### src/rtl/inbuf_pkg.sv
// Shared constants and types for the camera input-buffer read side.
// Frame geometry, scheduler state encoding and return-path tag layout.
package inbuf_pkg;

  localparam int IMG_W        = 480;
  localparam int IMG_H        = 272;
  localparam int FRAME_PIXELS = IMG_W * IMG_H;
  localparam int ADDR_W       = 17;

  typedef enum logic [1:0] {
    S_IDLE  = 2'd0,
    S_DRAIN = 2'd1,
    S_SWAP  = 2'd2,
    S_RUN   = 2'd3
  } rd_state_e;

  localparam logic OWN_LCD = 1'b0;
  localparam logic OWN_CNN = 1'b1;

  typedef struct packed {
    logic vld;
    logic own;
    logic err;
  } rd_tag_t;

endpackage

### src/rtl/inbuf_rd_arb.sv
// Two-requester read-port arbiter: LCD has priority, CNN is forced through after STARVE_MAX denials.
// Purely combinational; i_block suppresses every grant.
module inbuf_rd_arb #(
  parameter int STV_W      = 2,
  parameter int STARVE_MAX = 3
) (
  input  logic             i_lcd_req,
  input  logic             i_cnn_req,
  input  logic             i_block,
  input  logic [STV_W-1:0] i_starve_cnt,
  output logic             o_lcd_gnt,
  output logic             o_cnn_gnt
);

  logic force_cnn;

  always_comb begin
    force_cnn = (i_starve_cnt == STV_W'(STARVE_MAX));
    o_cnn_gnt = !i_block && i_cnn_req && (!i_lcd_req || force_cnn);
    o_lcd_gnt = !i_block && i_lcd_req && !(i_cnn_req && force_cnn);
  end

endmodule

### src/rtl/inbuf_rd_sched.sv
// Read-side scheduler for the double-buffered frame store: bank swap FSM, shared BRAM port arbitration, CNN start.
// Grants are same-cycle; data returns RD_LAT cycles later; requesters hold req/addr until granted.
module inbuf_rd_sched #(
  parameter int ADDR_W       = inbuf_pkg::ADDR_W,
  parameter int DATA_W       = 24,
  parameter int FRAME_PIXELS = inbuf_pkg::FRAME_PIXELS,
  parameter int RD_LAT       = 1,
  parameter int STARVE_MAX   = 3
) (
  input  logic              i_clk,
  input  logic              i_rst_n,
  input  logic              i_frame_done,
  input  logic              i_lcd_req,
  input  logic [ADDR_W-1:0] i_lcd_addr,
  output logic              o_lcd_gnt,
  output logic              o_lcd_rvalid,
  input  logic              i_cnn_req,
  input  logic [ADDR_W-1:0] i_cnn_addr,
  output logic              o_cnn_gnt,
  output logic              o_cnn_rvalid,
  input  logic              i_cnn_done,
  output logic              o_start,
  output logic              o_mem_en,
  output logic [ADDR_W-1:0] o_mem_addr,
  output logic              o_rd_bank,
  input  logic [DATA_W-1:0] i_mem_rdata,
  output logic [DATA_W-1:0] o_rd_data,
  output logic [7:0]        o_drop_cnt,
  output logic              o_addr_err
);
  import inbuf_pkg::*;

  localparam int STV_W = (STARVE_MAX < 2) ? 1 : $clog2(STARVE_MAX + 1);

  rd_state_e         state_q, state_d;
  logic              bank_q, bank_d, pend_q, pend_d, start_q, start_d, err_q, err_d;
  logic [1:0]        drain_q, drain_d;
  logic [7:0]        drop_q, drop_d;
  logic [STV_W-1:0]  starve_q, starve_d;
  logic              grant_en, lcd_gnt, cnn_gnt, any_gnt, bad_addr;
  logic [ADDR_W-1:0] gnt_addr;
  rd_tag_t           tag_in, tag_out;
  rd_tag_t           pipe_q [RD_LAT];

  always_ff @(posedge i_clk) begin
    if (!i_rst_n) state_q <= S_IDLE;
    else          state_q <= state_d;
  end

  // Entering S_IDLE with a frame already waiting drains immediately.
  always_comb begin
    state_d = state_q;
    case (state_q)
      S_IDLE:  if (pend_q || i_frame_done) state_d = S_DRAIN;
      S_DRAIN: if (drain_q <= 2'd1)        state_d = S_SWAP;
      S_SWAP:                              state_d = S_RUN;
      S_RUN:   if (i_cnn_done)             state_d = S_IDLE;
      default:                             state_d = S_IDLE;
    endcase
  end

  always_comb begin
    grant_en = i_rst_n && (state_q == S_IDLE || state_q == S_RUN);
  end

  inbuf_rd_arb #(
    .STV_W      (STV_W),
    .STARVE_MAX (STARVE_MAX)
  ) u_arb (
    .i_lcd_req    (i_lcd_req),
    .i_cnn_req    (i_cnn_req),
    .i_block      (!grant_en),
    .i_starve_cnt (starve_q),
    .o_lcd_gnt    (lcd_gnt),
    .o_cnn_gnt    (cnn_gnt)
  );

  always_comb begin
    any_gnt  = lcd_gnt || cnn_gnt;
    gnt_addr = cnn_gnt ? i_cnn_addr : i_lcd_addr;
    bad_addr = any_gnt && (32'(gnt_addr) >= 32'(FRAME_PIXELS));
    tag_in.vld = any_gnt;
    tag_in.own = cnn_gnt ? OWN_CNN : OWN_LCD;
    tag_in.err = bad_addr;
  end

  always_comb begin
    drain_d = drain_q;
    if (state_q == S_IDLE)                        drain_d = 2'(RD_LAT);
    else if (state_q == S_DRAIN && drain_q != '0) drain_d = drain_q - 2'd1;
    bank_d  = bank_q ^ (state_q == S_SWAP);
    start_d = (state_q == S_SWAP);
    err_d   = err_q || bad_addr;
    pend_d  = pend_q && (state_q != S_SWAP);
    drop_d  = drop_q;
    // A frame arriving while another still waits overwrites it, unless the swap takes it this cycle.
    if (i_frame_done) begin
      pend_d = 1'b1;
      if (pend_q && state_q != S_SWAP && drop_q != 8'hFF) drop_d = drop_q + 8'd1;
    end
    if (!i_cnn_req || cnn_gnt)               starve_d = '0;
    else if (starve_q != STV_W'(STARVE_MAX)) starve_d = starve_q + 1'b1;
    else                                     starve_d = starve_q;
  end

  always_ff @(posedge i_clk) begin
    if (!i_rst_n) begin
      bank_q   <= 1'b0;
      pend_q   <= 1'b0;
      start_q  <= 1'b0;
      err_q    <= 1'b0;
      drain_q  <= '0;
      drop_q   <= '0;
      starve_q <= '0;
    end else begin
      bank_q   <= bank_d;
      pend_q   <= pend_d;
      start_q  <= start_d;
      err_q    <= err_d;
      drain_q  <= drain_d;
      drop_q   <= drop_d;
      starve_q <= starve_d;
    end
  end

  always_ff @(posedge i_clk) begin
    if (!i_rst_n) begin
      for (int i = 0; i < RD_LAT; i++) pipe_q[i] <= '0;
    end else begin
      pipe_q[0] <= tag_in;
      for (int i = 1; i < RD_LAT; i++) pipe_q[i] <= pipe_q[i-1];
    end
  end

  // Return outputs are gated by reset so reads in flight when reset hits never surface.
  always_comb begin
    tag_out      = pipe_q[RD_LAT-1];
    o_lcd_rvalid = i_rst_n && tag_out.vld && (tag_out.own == OWN_LCD);
    o_cnn_rvalid = i_rst_n && tag_out.vld && (tag_out.own == OWN_CNN);
    o_rd_data    = (i_rst_n && tag_out.vld && !tag_out.err) ? i_mem_rdata : '0;
    o_lcd_gnt    = lcd_gnt;
    o_cnn_gnt    = cnn_gnt;
    o_mem_en     = any_gnt && !bad_addr;
    o_mem_addr   = gnt_addr;
    o_start      = start_q;
    o_rd_bank    = bank_q;
    o_drop_cnt   = drop_q;
    o_addr_err   = err_q;
  end

endmodule
### config.mk
export PLATFORM = sky130hd
export DESIGN_NAME = inbuf_rd_sched
export DESIGN_NICKNAME = d
export VERILOG_FILES = /design/src/rtl/inbuf_pkg.sv /design/src/rtl/inbuf_rd_arb.sv /design/src/rtl/inbuf_rd_sched.sv
export SDC_FILE = /design/constraint.sdc
export NUM_CORES = 1
export LEC_CHECK = 0
export BUFFER_PORTS_ARGS = -buffer_cell sky130_fd_sc_hd__buf_2
export CORE_ASPECT_RATIO = 0.8
export CORE_UTILIZATION = 41
export DETAILED_ROUTE_END_ITERATION = 8
export PLACE_DENSITY = 0.85
export SYNTH_ARGS = -nofsm -noshare
export SYNTH_HDL_FRONTEND = slang
export SYNTH_SLANG_ARGS = --single-unit
### constraint.sdc
create_clock -name i_clk -period 2.7 [get_ports i_clk]
set_clock_uncertainty 0.05 [all_clocks]
set_input_delay 0.27 -clock i_clk [delete_from_list [all_inputs] [get_ports i_clk]]
set_output_delay 0.27 -clock i_clk [all_outputs]
set_load 0.05 [all_outputs]
==> flow_summary.ini, run 1 <==
[status]
status = finished, final reports clean

[clock_tree]
cts_hold_buf = 0
cts_buffers = 3
cts_tree = done
htreeDepth = 1
path_clk_slew_ns = 0.08
cts_root_buf = clkbuf_8
clockBufferDepth = 2
clk_latency_ns = 0.26
cts_sinks = 21

[worst_setup_path]
cp-start-kind = register
critPathTopFamily = buffers and inverters
worstPathArrival_ns = 2.22
cpMaxStageDelayCell = dfxtp_1
worst-path-buf-inv = 3
crit_required_ns = 2.38
end_kind = primary output
crit_path_max_fanout = 20
path_class = reg2out
crit_chain = inv_1, ha_1, and2b_1, and3_1, buf_6, mux2_2, buf_2
cpPeakStageDelay_ns = 0.38

[drt]
firstDrtPassIters = 4
wl_per_cell_microns = 11.77
met3WireLength_microns = 253
route.detailed.drc = 0
wl_met2_microns = 1942
top_layer = met4
drt_wl_total_microns = 3778
dr.first_iter.drc_count = 27
wl_met1_microns = 1574
antenna_left = 0
via_per_inst = 4.950
vias = 1589

[placement]
dp_hpwl_microns = 3146
dp_cells = 317
place_area_sq_um = 2048
portBuffers = 120
gp_congestion = 0.7444

[floorplan]
dieArea_sq_um = 3663
ios = 121
rows = 18
start_util_pct = 44.21
fp.dieH_microns = 54.34
die_w_microns = 67.42
core_sq_um = 3176

[timing]
hold_violations = 0
post-route-period-util_pct = 94.25
finalSetupViolCount = 0
tightest_slew_ns = 0.4995
slew-limit-headroom_pct = 65.84
max_freq_mhz = 392.9
rsz0062_at_grt = false
fin_tns_setup_ns = 0
drv_slew = 0
fin_crit_ns = 2.545

[synthesis]
synthTopCellsByArea = dfxtp_1, mux2_2, and2_1
ys.flop_type = dfxtp_1
ys_seq_area_share_pct = 29.95
synthesis.instances = 160
yosysWarnings = 0
synth_top_area_share_pct = 29.95
syn-num-nets = 232
synth-async-reset-ratio_pct = 0
yosysUniqueCellTypes = 35
syn-cell-area_sq_um = 1404
avgSynthCellArea_sq_um = 8.774
yosysMostFrequentCell = and2_1
synth_common_cells = and2_1, dfxtp_1, nor2_1
synth-seq-cells = 21
synth_enable_flop_cells = 0
yosysTopAreaCell = dfxtp_1

[finish]
syn_to_final_growth_pct = 49.73
nets = 354
diodes = 0
fill_cells = 273
layoutNonFillerInstCount = 321
post-route-cell-area_sq_um = 2102
drive_above_1_share_pct = 52.67
final_util_pct = 66.19

[power]
power_density_nw_per_um2 = 661.3
leakage_uw = 0.001137
ir_drop_mv = 0.3616

[grt]
grt_pass1_wl_microns = 5106
grt_usage_pct = 18.57
grt_max_degree = 25
antenna_found_initial = 0
grt_pass1_vias = 1167
grt_overflow = 0

[worst_hold_path]
hold_path_class = in2reg

[job]
max-cap-violations = 0
-- tightest hold or removal path, stage by stage --
cell,delay (ns)
buf_2,0.12
a21oi_1,0.05
nor2_1,0.07
-- worst paths after layout --
check | startpoint | endpoint | slack (ns) | cells after the start
hold / removal | i_frame_done | pend_q | 0.23 | 3
setup / recovery | state_q[0] | o_mem_addr[3] | 0.16 | 7
setup reg to reg | state_q[0] | o_drop_cnt[5] | 0.82 | 6
hold reg to reg | o_addr_err | o_addr_err | 0.43 | 2
-- what timing repair did --
action,in CTS,in global routing
resized for setup,0,2
setup endpoints to repair,0,18
buffers inserted,0,0
-- per-layer routing --
metal  vias up  global-route usage (%)
met5         -                       0
met4         0                   3.191
met3         3                   4.792
met2        58                   34.17
met1       726                   22.01
li1        802                       -
-- registers in the layout, summed over array words and instances, names as in the netlist --
signal	count
drain_q	2
o_addr_err	1
o_drop_cnt	8
o_rd_bank	1
o_start	1
pend_q	1
pipe_q	3
starve_q	2
state_q	2
-- stage by stage --
stage          power (uW)  hold WS [ns]  setup WS [ns]
2_1_floorplan       998.0        0.3286         0.4254
3_3_place_gp         1173        0.3902         0.4582
3_5_place_dp         1189        0.4117         0.4008
4_1_cts              1400        0.2263         0.1041
5_1_grt              1471        0.2306        0.01704
6_report             1390        0.2289         0.1551
-- power breakdown --
| part | switching [uW] | total [uW] | leakage (uW) | internal (uW) |
|---|---|---|---|---|
| Combinational | 550 | 795 | 0.000940 | 245 |
| Clock | 106 | 208 | 0.0000255 | 103 |
| Sequential | 31.0 | 386 | 0.000171 | 355 |
-- logic make-up after synthesis --
logic type,after synthesis,synth area share [%]
xor gates and xnor gates,7,4.367
DFF,21,29.95
buffers and inverters,15,4.189
and+or+nand+nor,71,29.23
adders and majority gates,8,7.130
AOI/OAI and AO/OA,18,9.358
muxes,20,15.78
-- layout by cell type, fill, tap and decap left out, types with 3 or more instances in the layout --
| master | count |
|---|---|
| a21oi_1 | 4 |
| and2_1 | 25 |
| and3_1 | 3 |
| buf_2 | 120 |
| clkbuf_8 | 3 |
| dfxtp_1 | 21 |
| ha_1 | 8 |
| inv_1 | 10 |
| mux2_2 | 17 |
| mux2i_1 | 3 |
| nand2_1 | 5 |
| nand4_1 | 4 |
| nor2_1 | 21 |
| xnor2_1 | 5 |
-- final cells by class --
class	count	area, sq um	share of cell area (%)
Multi-Input combinational cell	124	928.4	44.17
Sequential cell	21	420.4	20.00
Clock buffer	3	41.29	1.964
Clock inverter	1	5.005	0.2381
Inverter	10	37.54	1.786
Tap cell	40	50.05	2.381
Timing Repair Buffer	122	619.3	29.46
Note: power is estimated with default switching activity, not from simulation.
==> inputs of run 2 (changes only) <==
Settings changed: ABC_AREA set to 1, CORE_MARGIN set to 2, CORE_UTILIZATION 41 to 43.
==> run 2 against run 1 <==
Against the previous run: combinational power is 18% higher; total power is 9.9% higher; worst setup slack better by 0.077 ns; global-route usage is 0.056 points higher; hold slack better by 0.049 ns; via count is 17% higher; register-to-register slack better by 0.03 ns; maximum frequency is 3.1% higher; die area is 12% higher; sequential cell count stayed put; synthesized cell count is 56% higher; cell area is 7.1% higher; critical endpoint is now o_mem_en; largest power group unchanged.
==> flow_summary.ini, run 2 <==
[worst_setup_path]
crit_start = state_q[0]
crit_path_max_fanout = 7
crit_required_ns = 2.38
worstPathArrival_ns = 2.15
cp-start-kind = register
end_kind = primary output
reg2reg_from = state_q[0]
path_class = reg2out

[clock_tree]
cts_root_buf = clkbuf_8
cts_buffers = 3
cts_sinks = 21
clockBufferDepth = 2
htreeDepth = 1
path_clk_slew_ns = 0.07
clk_latency_ns = 0.26
cts_hold_buf = 0
cts_tree = done

[finish]
layoutNonFillerInstCount = 413
syn_to_final_growth_pct = 45.16
multi_input_area_sq_um = 915.9
nets = 444
largest_reg_flops = 8
regArea_sq_um = 420.4
mostFrequentLayoutCell = buf_2
diodes = 0
drive_above_1_share_pct = 41.24
fill_cells = 324
layout_common_cells = buf_2, nand2_1, inv_1

[drt]
wl_per_cell_microns = 10.33
firstDrtPassIters = 4
vias = 1856
route.detailed.drc = 0
dr.first_iter.drc_count = 84
drt_wl_total_microns = 4266
via_per_inst = 4.494
antenna_left = 0

[synthesis]
yosysUniqueCellTypes = 31
syn-cell-area_sq_um = 1551
synth-seq-cells = 21
synth_common_cells = nand2_1, inv_1, nor2_1
avgSynthCellArea_sq_um = 6.231
yosysTopAreaCell = dfxtp_1
ys_seq_area_share_pct = 27.10
synth-async-reset-ratio_pct = 0
synthesis.instances = 249
synth_top_area_share_pct = 27.10
synthTopCellsByArea = dfxtp_1, nand2_1, inv_1
yosysMostFrequentCell = nand2_1
synth_enable_flop_cells = 0
ys.flop_type = dfxtp_1
yosysWarnings = 0
syn-num-nets = 321

[timing]
drv_slew = 0
tightest_slew_ns = 0.7160
slew-limit-headroom_pct = 52.27
fin_tns_setup_ns = 0
max_freq_mhz = 405.2
finalSetupViolCount = 0
hold_violations = 0
fin_ws_ns = 0.2319
fin_crit_ns = 2.468
rsz0062_at_grt = false
post-route-period-util_pct = 91.41
fin_hold_ws_ns = 0.2781

[grt]
grt_pass1_vias = 1496
grt_usage_pct = 18.62
grt_overflow = 0
antenna_found_initial = 0
grt_pass1_wl_microns = 6368
grt_max_degree = 25

[floorplan]
die_w_microns = 71.16
rows = 19
ios = 121
start_util_pct = 45.01
fp.dieH_microns = 57.73
dieArea_sq_um = 4107
core_sq_um = 3447

[worst_hold_path]
hold_start = i_frame_done
hold_path_class = in2reg

[placement]
dp_cells = 403
portBuffers = 120
gp_congestion = 0.8513
pre_cts_ws_ns = 0.2215
dp_hpwl_microns = 3304

[status]
status = finished, final reports clean

[power]
power_density_nw_per_um2 = 678.2
ir_drop_mv = 0.5654
leakage_uw = 0.001397

[job]
max-cap-violations = 0
-- run 2: cell count changes after synthesis, sizes merged, moves of 5 or more --
cell,change
a21oi,+6
and2,-25
buf,+5
inv,+38
mux2,-17
nand2,+71
nand3,+5
nand4,+5
nor2,+22
-- run 2: stage by stage --
| stage | utilization (%) | power, uW | instance area [sq um] |
|---|---|---|---|
| detailed placement | 62.47 | 1279 | 2153 |
| CTS | 63.85 | 1488 | 2201 |
| global placement | 62.47 | 1262 | 2153 |
| global route | 65.34 | 1625 | 2252 |
| finish | 65.34 | 1527 | 2252 |
| floorplan | - | 1089 | 1551 |
-- run 2: area by class of cell --
cell class,count,area share (%)
Inverter,49,8.278
Sequential cell,21,18.67
Clock inverter,1,0.2222
Clock buffer,3,1.833
Tap cell,42,2.333
Multi-Input combinational cell,173,40.67
Timing Repair Buffer,124,28.00
-- run 2: critical path, stage by stage (launching register included) --
cell	delay, ns
dfxtp_1	0.36
inv_1	0.09
ha_1	0.38
nor2_8	0.17
nand3_2	0.19
nand2_2	0.11
nand2_2	0.05
nand2_1	0.09
nor2_4	0.06
a21oi_2	0.11
buf_2	0.27
-- run 2: cells by family after synthesis --
group | count (synthesis) | share of synthesized area, %
AOI/OAI and AO/OA | 18 | 6.774
xor gates and xnor gates | 5 | 2.823
adders and majority gates | 8 | 6.452
buffers and inverters | 57 | 15.16
DFF | 21 | 27.10
and+or+nand+nor | 140 | 41.69
-- run 2: path summary, 6_finish.rpt --
check	to	slack (ns)	cells past startpoint
hold / removal	pend_q	0.28	3
hold reg to reg	o_addr_err	0.40	2
setup reg to reg	o_addr_err	0.85	11
setup / recovery	o_mem_en	0.23	10
-- run 2: layer usage --
layer	vias up	GRT usage [%]	routed length, microns
met3	0	4.522	327
li1	1005	-	-
met5	-	0	0
met1	776	23.47	1916
met4	0	2.426	0
met2	75	33.33	2022
-- run 2: where the power goes --
group          total (uW)  leakage [uW]  internal [uW]  switching, uW
combinational         935       0.00120            258            677
clock                 205     0.0000255            103            102
sequential            387      0.000172            356           31.0
total                1530       0.00140            717            810
-- run 2: repair_timing --
action | in CTS | in global routing
endpoints found under the setup margin | 1 | 1
pin swaps | 0 | 2
buffers inserted | 0 | 4
gates resized for setup | 1 | 1
endpoints found under the hold margin | 0 | 0
gates cloned | 0 | 2
